[src/rtl/rs_dec_frame_ctrl.sv]
// rtl/rs_dec_frame_ctrl.sv - RS(16,8) decoder front end: ingest, syndrome capture, ping-pong replay
// Define RS_DEC_STATS_EN to add saturating stat_frames/stat_err/stat_len_err outputs.
module rs_dec_frame_ctrl #(
  parameter int N     = 16,
  parameter int K     = 8,
  parameter int SYM_W = 8
) (
  input  logic                 clk,
  input  logic                 rst,
  input  logic                 s_valid,
  output logic                 s_ready,
  input  logic [SYM_W-1:0]     s_data,
  input  logic                 s_last,
  output logic                 syn_din_val,
  output logic                 syn_din_sop,
  output logic                 syn_din_eop,
  output logic [SYM_W-1:0]     syn_din,
  input  logic                 syndrome_val,
  input  logic [8*(N-K)-1:0]   syndrome,
  output logic                 job_valid,
  input  logic                 job_ready,
  output logic [8*(N-K)-1:0]   job_synd,
  output logic                 job_err,
  output logic                 job_len_err,
  output logic                 m_valid,
  input  logic                 m_ready,
  output logic [SYM_W-1:0]     m_data,
  output logic                 m_last
`ifdef RS_DEC_STATS_EN
  ,
  output logic [15:0]          stat_frames,
  output logic [15:0]          stat_err,
  output logic [15:0]          stat_len_err
`endif
);

  localparam int CW = $clog2(N);
  localparam int SW = 8 * (N - K);
  localparam logic [CW-1:0] LAST = CW'(N - 1);

  typedef enum logic [2:0] {S_FREE, S_FILL, S_SYND, S_READY, S_OUT} slot_t;
  typedef enum logic [1:0] {I_IDLE, I_RUN, I_PAD, I_DROP} ing_t;
  typedef enum logic {R_HDR, R_DATA} rep_t;

  slot_t            slot_st [2];
  logic [SW-1:0]    slot_synd [2];
  logic [1:0]       slot_err, slot_len_err;
  logic [SYM_W-1:0] mem [2][N];

  ing_t          ist, ist_nx;
  rep_t          rep_st, rep_nx;
  logic [CW-1:0] cnt, rcnt;
  logic          wr, rd, live;
  logic          feed, frame_len_err, job_hs, m_hs, syn_hit, syn_idx;

  always_comb begin
    ist_nx        = ist;
    s_ready       = 1'b0;
    feed          = 1'b0;
    syn_din_sop   = 1'b0;
    syn_din_eop   = 1'b0;
    syn_din       = '0;
    frame_len_err = 1'b0;
    case (ist)
      I_IDLE: begin
        s_ready = live && (slot_st[wr] == S_FREE);
        if (s_valid && s_ready) begin
          feed        = 1'b1;
          syn_din_sop = 1'b1;
          syn_din     = s_data;
          ist_nx      = s_last ? I_PAD : I_RUN;
        end
      end
      I_RUN: begin
        s_ready = 1'b1;
        if (s_valid) begin
          feed    = 1'b1;
          syn_din = s_data;
          if (cnt == LAST) begin
            syn_din_eop   = 1'b1;
            frame_len_err = !s_last;
            ist_nx        = s_last ? I_IDLE : I_DROP;
          end else if (s_last) begin
            ist_nx = I_PAD;
          end
        end
      end
      I_PAD: begin
        // short frame: zero-fill the tail so the syndrome unit always sees N symbols
        feed = 1'b1;
        if (cnt == LAST) begin
          syn_din_eop   = 1'b1;
          frame_len_err = 1'b1;
          ist_nx        = I_IDLE;
        end
      end
      default: begin
        s_ready = 1'b1;
        if (s_valid && s_last) ist_nx = I_IDLE;
      end
    endcase
    syn_din_val = feed;
  end

  always_comb begin
    syn_hit = syndrome_val && ((slot_st[0] == S_SYND) || (slot_st[1] == S_SYND));
    syn_idx = (slot_st[0] == S_SYND) ? 1'b0 : 1'b1;
  end

  always_comb begin
    rep_nx      = rep_st;
    job_valid   = 1'b0;
    job_synd    = '0;
    job_err     = 1'b0;
    job_len_err = 1'b0;
    m_valid     = 1'b0;
    m_data      = '0;
    m_last      = 1'b0;
    if (rep_st == R_HDR) begin
      if (slot_st[rd] == S_READY) begin
        job_valid   = 1'b1;
        job_synd    = slot_synd[rd];
        job_err     = slot_err[rd];
        job_len_err = slot_len_err[rd];
        if (job_ready) rep_nx = R_DATA;
      end
    end else begin
      m_valid = 1'b1;
      m_data  = mem[rd][rcnt];
      m_last  = (rcnt == LAST);
      if (m_ready && m_last) rep_nx = R_HDR;
    end
  end

  assign job_hs = job_valid && job_ready;
  assign m_hs   = m_valid && m_ready;

  always_ff @(posedge clk) begin
    if (feed) mem[wr][cnt] <= syn_din;
  end

  always_ff @(posedge clk) begin
    if (rst) begin
      ist    <= I_IDLE;
      rep_st <= R_HDR;
      cnt    <= '0;
      rcnt   <= '0;
      wr     <= 1'b0;
      rd     <= 1'b0;
      live   <= 1'b0;
    end else begin
      live   <= 1'b1;
      ist    <= ist_nx;
      rep_st <= rep_nx;
      if (feed) cnt <= (cnt == LAST) ? '0 : cnt + 1'b1;
      if (syn_din_eop) wr <= ~wr;
      if (m_hs) rcnt <= m_last ? '0 : rcnt + 1'b1;
      if (m_hs && m_last) rd <= ~rd;
    end
  end

  // Each transition below acts on a slot in a distinct state, so indices never collide.
  always_ff @(posedge clk) begin
    if (rst) begin
      for (int i = 0; i < 2; i++) begin
        slot_st[i]   <= S_FREE;
        slot_synd[i] <= '0;
      end
      slot_err     <= '0;
      slot_len_err <= '0;
    end else begin
      if (syn_din_sop) slot_st[wr] <= S_FILL;
      if (syn_din_eop) begin
        slot_st[wr]      <= S_SYND;
        slot_len_err[wr] <= frame_len_err;
      end
      if (syn_hit) begin
        slot_st[syn_idx]   <= S_READY;
        slot_synd[syn_idx] <= syndrome;
        slot_err[syn_idx]  <= |syndrome;
      end
      if (job_hs) slot_st[rd] <= S_OUT;
      if (m_hs && m_last) slot_st[rd] <= S_FREE;
    end
  end

`ifdef RS_DEC_STATS_EN
  always_ff @(posedge clk) begin
    if (rst) begin
      stat_frames  <= '0;
      stat_err     <= '0;
      stat_len_err <= '0;
    end else if (job_hs) begin
      if (stat_frames != 16'hFFFF) stat_frames <= stat_frames + 16'd1;
      if (job_err && stat_err != 16'hFFFF) stat_err <= stat_err + 16'd1;
      if (job_len_err && stat_len_err != 16'hFFFF) stat_len_err <= stat_len_err + 16'd1;
    end
  end
`endif

endmodule

[config.mk]
export PLATFORM = sky130hd
export DESIGN_NAME = rs_dec_frame_ctrl
export DESIGN_NICKNAME = d
export VERILOG_FILES = /design/src/rtl/rs_dec_frame_ctrl.sv
export SDC_FILE = /design/constraint.sdc
export NUM_CORES = 1
export LEC_CHECK = 0
export BUFFER_PORTS_ARGS = -buffer_cell sky130_fd_sc_hd__buf_2
export CAP_MARGIN = 10
export CORE_ASPECT_RATIO = 1.2
export CORE_MARGIN = 4
export CORE_UTILIZATION = 60
export CTS_CLUSTER_DIAMETER = 80
export DETAILED_ROUTE_END_ITERATION = 12
export PLACE_DENSITY_LB_ADDON = 0.08
export SLEW_MARGIN = 20
export SYNTH_ARGS = -nofsm -noshare
export SYNTH_HDL_FRONTEND = slang
export SYNTH_SLANG_ARGS = --single-unit
[constraint.sdc]
create_clock -name clk -period 4.8 [get_ports clk]
set_input_delay 0.96 -clock clk [delete_from_list [all_inputs] [get_ports clk]]
set_output_delay 0.96 -clock clk [all_outputs]
set_load 0.01 [all_outputs]
# After elaboration in Yosys (flattened, before gate mapping)
# Memories as Yosys holds them, arrays and structs flattened. A register that Yosys moved wholly into a read port is not among the register bits.
# Cells that the tools add are included.
dict set report totals {
  mem_count 3
  ram_bits 390
  wordCells 155
  register_bits 18
}
dict set report classes {
  bitwise 6
  order_cmp 8
  n_addsub 2
  n_eq_ne 11
  n_reduce_logical 21
  muxes 95
}
# name words width read_ports rd_ports_with_merged_regs write_ports line_no
set memory_table {}
lappend memory_table {mem 2 128 1 1 1 48} ;# logic [SYM_W-1:0] mem [2][N];
lappend memory_table {slot_synd 2 64 1 1 2 46} ;# logic [SW-1:0] slot_synd [2];
lappend memory_table {slot_st 2 3 4 2 3 45} ;# slot_t slot_st [2];
# op n
set op_table {}
lappend op_table {{64-bit two-way mux} 3}
lappend op_table {{128-bit two-way mux} 1}
lappend op_table {{64-bit OR reduction} 2}
lappend op_table {{1-bit two-way mux} 59}
lappend op_table {{8-bit two-way mux} 6}
lappend op_table {{8-bit binary-select mux with 4-bit select} 1}
lappend op_table {{8-bit demux with 4-bit select} 1}
lappend op_table {{2-bit two-way mux} 8}
lappend op_table {{8-bit one-hot mux with 2 select lines} 1}
lappend op_table {{3-bit two-way mux} 4}
lappend op_table {{1-bit logical AND} 11}
lappend op_table {{5-bit >= comparator (second input constant)} 2}
lappend op_table {{4-bit inverter with 5-bit output} 2}
lappend op_table {{3-bit by 2-bit == test with 1-bit output (second input constant)} 3}
lappend op_table {{4-bit by 1-bit adder with 4-bit output (second input constant)} 2}
lappend op_table {{4-bit == test (second input constant)} 2}
lappend op_table {{4-bit two-way mux} 2}
lappend op_table {{1-bit by 2-bit < comparator with 1-bit output (second input constant)} 3}
lappend op_table {{2-bit inequality test (second input constant)} 3}
lappend op_table {{1-bit one-hot mux with 2 select lines} 3}
lappend op_table {{2-bit one-hot mux with 3 select lines} 1}
lappend op_table {{3-bit OR reduction} 2}
lappend op_table {{5-bit by 1-bit < comparator with 1-bit output (second input constant)} 1}
lappend op_table {{5-bit AND reduction} 1}
lappend op_table {{other kinds (14)} 19}

# Longest topological paths before layout
dict set report logic_depth {
  word_depth 11
  ltp_mapped 8
}

# Worst setup path before layout
# No wires, ideal clock.
dict set report synth_timing {
  path_type {in2reg}
  start {in rst}
  end {mem slot_st[1][2] in the netlist's numbering (enable)}
  t_arrival_ns 2.782
  setup_slack_ns 1.722
  n_path_buf 1
  t_required_ns 4.504
  path_stages 4
  cell_sequence {clkbuf_1 > a21oi_1 > inv_1 > a211o_1}
}
# item line_no
set synth_lines {}
lappend synth_lines {{start, declared} 9} ;# input logic rst,
lappend synth_lines {{end, declared} 45}

==> key figures <==
Routing
  – Vias: 10060
  – DR iter-0 viols: 880
  – Wirelength per Cell: approximately 23 um
  – Total routed wirelength: 38.7 mm
  – DR pass1 iterations: 5
  – Post-route ant nets: 0
  – Vias/cell: roughly 6
  – DRC Markers: 0

Timing
  – Final hold slack: between 400 and 500 ps
  – Worst Clk Skew: 19.8 ps
  – Worst-Margin Slew: 1150 ps
  – Final setup margin: 991 ps
  – Fin crit share: 0.793
  – Post-Route Setup TNS: 0 ps
  – Relative slew slack: 0.236
  – Final Setup Violations: 0
  – F_max: about 0.26 GHz
  – Count of final max-slew check failures: 0
  – Setup repair after global routing missed its margin: false
  – Final min period: 3810 ps
  – Final Hold Viols: 0

Placed design
  – Gpl congestion: 0.811
  – Pre-CTS setup slack: 1500 ps
  – HPWL after DPL: 23.9 mm
  – IO buf count: 167

Floorplanning
  – Cell row count: 67
  – Initial Util: 0.611
  – Core box area: 28100 um^2
  – Die ar.: about 31000 um^2
  – Io pins: 168
  – Chip width: 162 um
  – Die H: ~190 um

Critical path
  – Crit path kind: reg2out
  – Crit start category: flop
  – Crit-path max FO: 30
  – Reg-to-Reg Start: slot_st[1][2]$_SDFFCE_PN0P_
  – Worst Path Required: 3840 ps
  – WP data arrival: 2850 ps
  – Crit path capture type: output pin

Clock network
  – Clock slew at reported path FFs: approximately 60 ps
  – CTS buffer count: 40
  – CTS tree: built
  – Post_cts resized: 0
  – H-tree depth: 2
  – Post-CTS Hold Buffers: 0
  – Worst-Skew Late Latency: 540 ps
  – Post-CTS Setup Bufs: 0
  – CTS Root Cell: clkbuf_16
  – CTS Buffer Depth: 3
  – Sink Count: 410

Hold path
  – HP Start: slot_err[1]$_SDFFE_PP0P_
  – Worst Hold Class: reg2reg

Power and ir drop
  – Power Density: 386 nW/um^2
  – Worst vdd ir: 289 uV
  – LEAKAGE: 7.30 nW

Synthesis
  – Distinct cells, synth: 46
  – Top_reg_cell synth: edfxtp_1
  – Syn_nets: 1179
  – Syn Area/Cell: about 16 um^2
  – Ys async rst share: 0
  – #FFs+latches synth: 410
  – Post-Syn Instances: 1089
  – Sequential fraction of the synthesis area: 0.703
  – Post-synth EDFFs: 386
  – Yosys warns: 0
  – Cell Area, Synth: 17200 um^2

Cells and area
  – # nets final: 1339
  – Ant. Diodes: 0
  – Commonest non-fill, non-tap cell in the layout: edfxtp_1
  – Share of layout cells above drive strength 1: 0.258
  – P&R area growth vs syn: 15.2%
  – Most frequent cells in the layout: 386 x edfxtp_1, 167 x buf_2, 129 x and3_1

Global route
  – Vias in the first global route: between 10000 and 15000
  – First-pass GRT wire length: 58.6 mm
  – Largest net degree at the start of global routing: 97
  – GRT overflow: 0
  – Initial antenna violation count: 2
  – All-Layer GR Usage: 0.243

Job
  – Max cap viols: 0

Status
  – Run status: finished, final reports clean
state kept, by name, indices dropped and copies added, names as in the netlist, 2 cells and up, named ones only:
signal / flops
mem: 256
slot_synd: 128
slot_st: 6
cnt: 4
rcnt: 4
ist: 2
slot_err: 2
slot_len_err: 2
synthesized netlist by cell type, types with 2 or more instances:
library cell    n  area (um^2)
edfxtp_1      386        11600
and3_1        129          807
nor2_1        120          450
mux2i_1        68          681
mux4_2         64         1440
clkbuf_1       52          195
nand2_1        32          120
dfxtp_1        24          480
a21oi_1        18         90.1
a22oi_1        18          135
nor4_1         18          113
o22ai_1        17          106
buf_2          14         70.1
and2_1         13         81.3
inv_1          12         45.0
ha_1           11          138
nand3_1        10         50.1
o21ai_0         9         45.0
a22o_1          8         70.1
buf_1           6         22.5
nand4_1         6         37.5
nor3_1          6         30.0
or3_1           6         37.5
nand2b_1        5         31.3
nor2b_1         5         31.3
or2_2           4         25.0
a211o_1         3         26.3
nor3b_1         3         22.5
a21o_4          2         30.0
a31oi_1         2         12.5
xnor2_1         2         17.5
xor2_1          2         17.5
cells by family (layout without fill, tap and decap cells):
| family | Yosys count | count (layout) | share of synthesized area |
|---|---|---|---|
| buf+inv | 86 | 278 | 0.0198 |
| flops | 410 | 410 | 0.703 |
| simple gates | 362 | 362 | 0.110 |
| mux | 132 | 132 | 0.124 |
| xor+xnor | 4 | 4 | 0.00204 |
| compound gates | 84 | 84 | 0.0335 |
| fa+ha+maj | 11 | 11 | 0.00801 |
through the flow:
stage               cells  area [um^2]  total power [W]  utilization
finish               1660        19800          0.00763        0.704
global route         1660        19800          0.00789        0.704
CTS                  1660        19800          0.00768        0.704
detailed placement   1586        18500          0.00458        0.657
global placement     1586        18500          0.00457        0.657
floorplan            1089        17200          0.00438            -
metal layers:
metal  vias up  share of wire  GRT usage  wire length (um)
met4         4          0.033     0.0805              1270
met1      4996           0.38      0.312             14600
met3        82          0.074     0.0536              2860
li1       4577              -          -                 -
met5         -        0.00054          0                21
met2       401           0.51      0.416             19900
worst paths after layout:
check | end | slack, ps | cells after the start
setup reg to reg | mem[0][42]$_DFFE_PP_ | 1830 | 6
hold reg to reg | slot_err[1]$_SDFFE_PP0P_ | 480 | 2
hold / removal | slot_err[1]$_SDFFE_PP0P_ | 480 | 2
setup / recovery | m_data[2] | 990 | 6
layout make-up:
class                      instances  area [um^2]
sequential                       410        12100
timing repair buffer             190         1070
clock inverter                    18          203
inverter                          14         52.6
multi-input combinational        593         4790
tap                              379          474
clock buffer                      56         1110
fill                            1855         8310
power breakdown:
part           internal, W  switching [W]
Sequential         0.00403      0.0000345
Clock              0.00185        0.00128
Combinational     0.000147       0.000302
Total              0.00602        0.00161
critical path: stages, from the launching register on:
cell and delay (ps):
dfxtp_4 390, buf_4 490, mux4_2 580, o22ai_1 320
nor2_1 120, a22o_1 270, buf_2 140
Note: power is estimated with default switching activity, not from simulation.
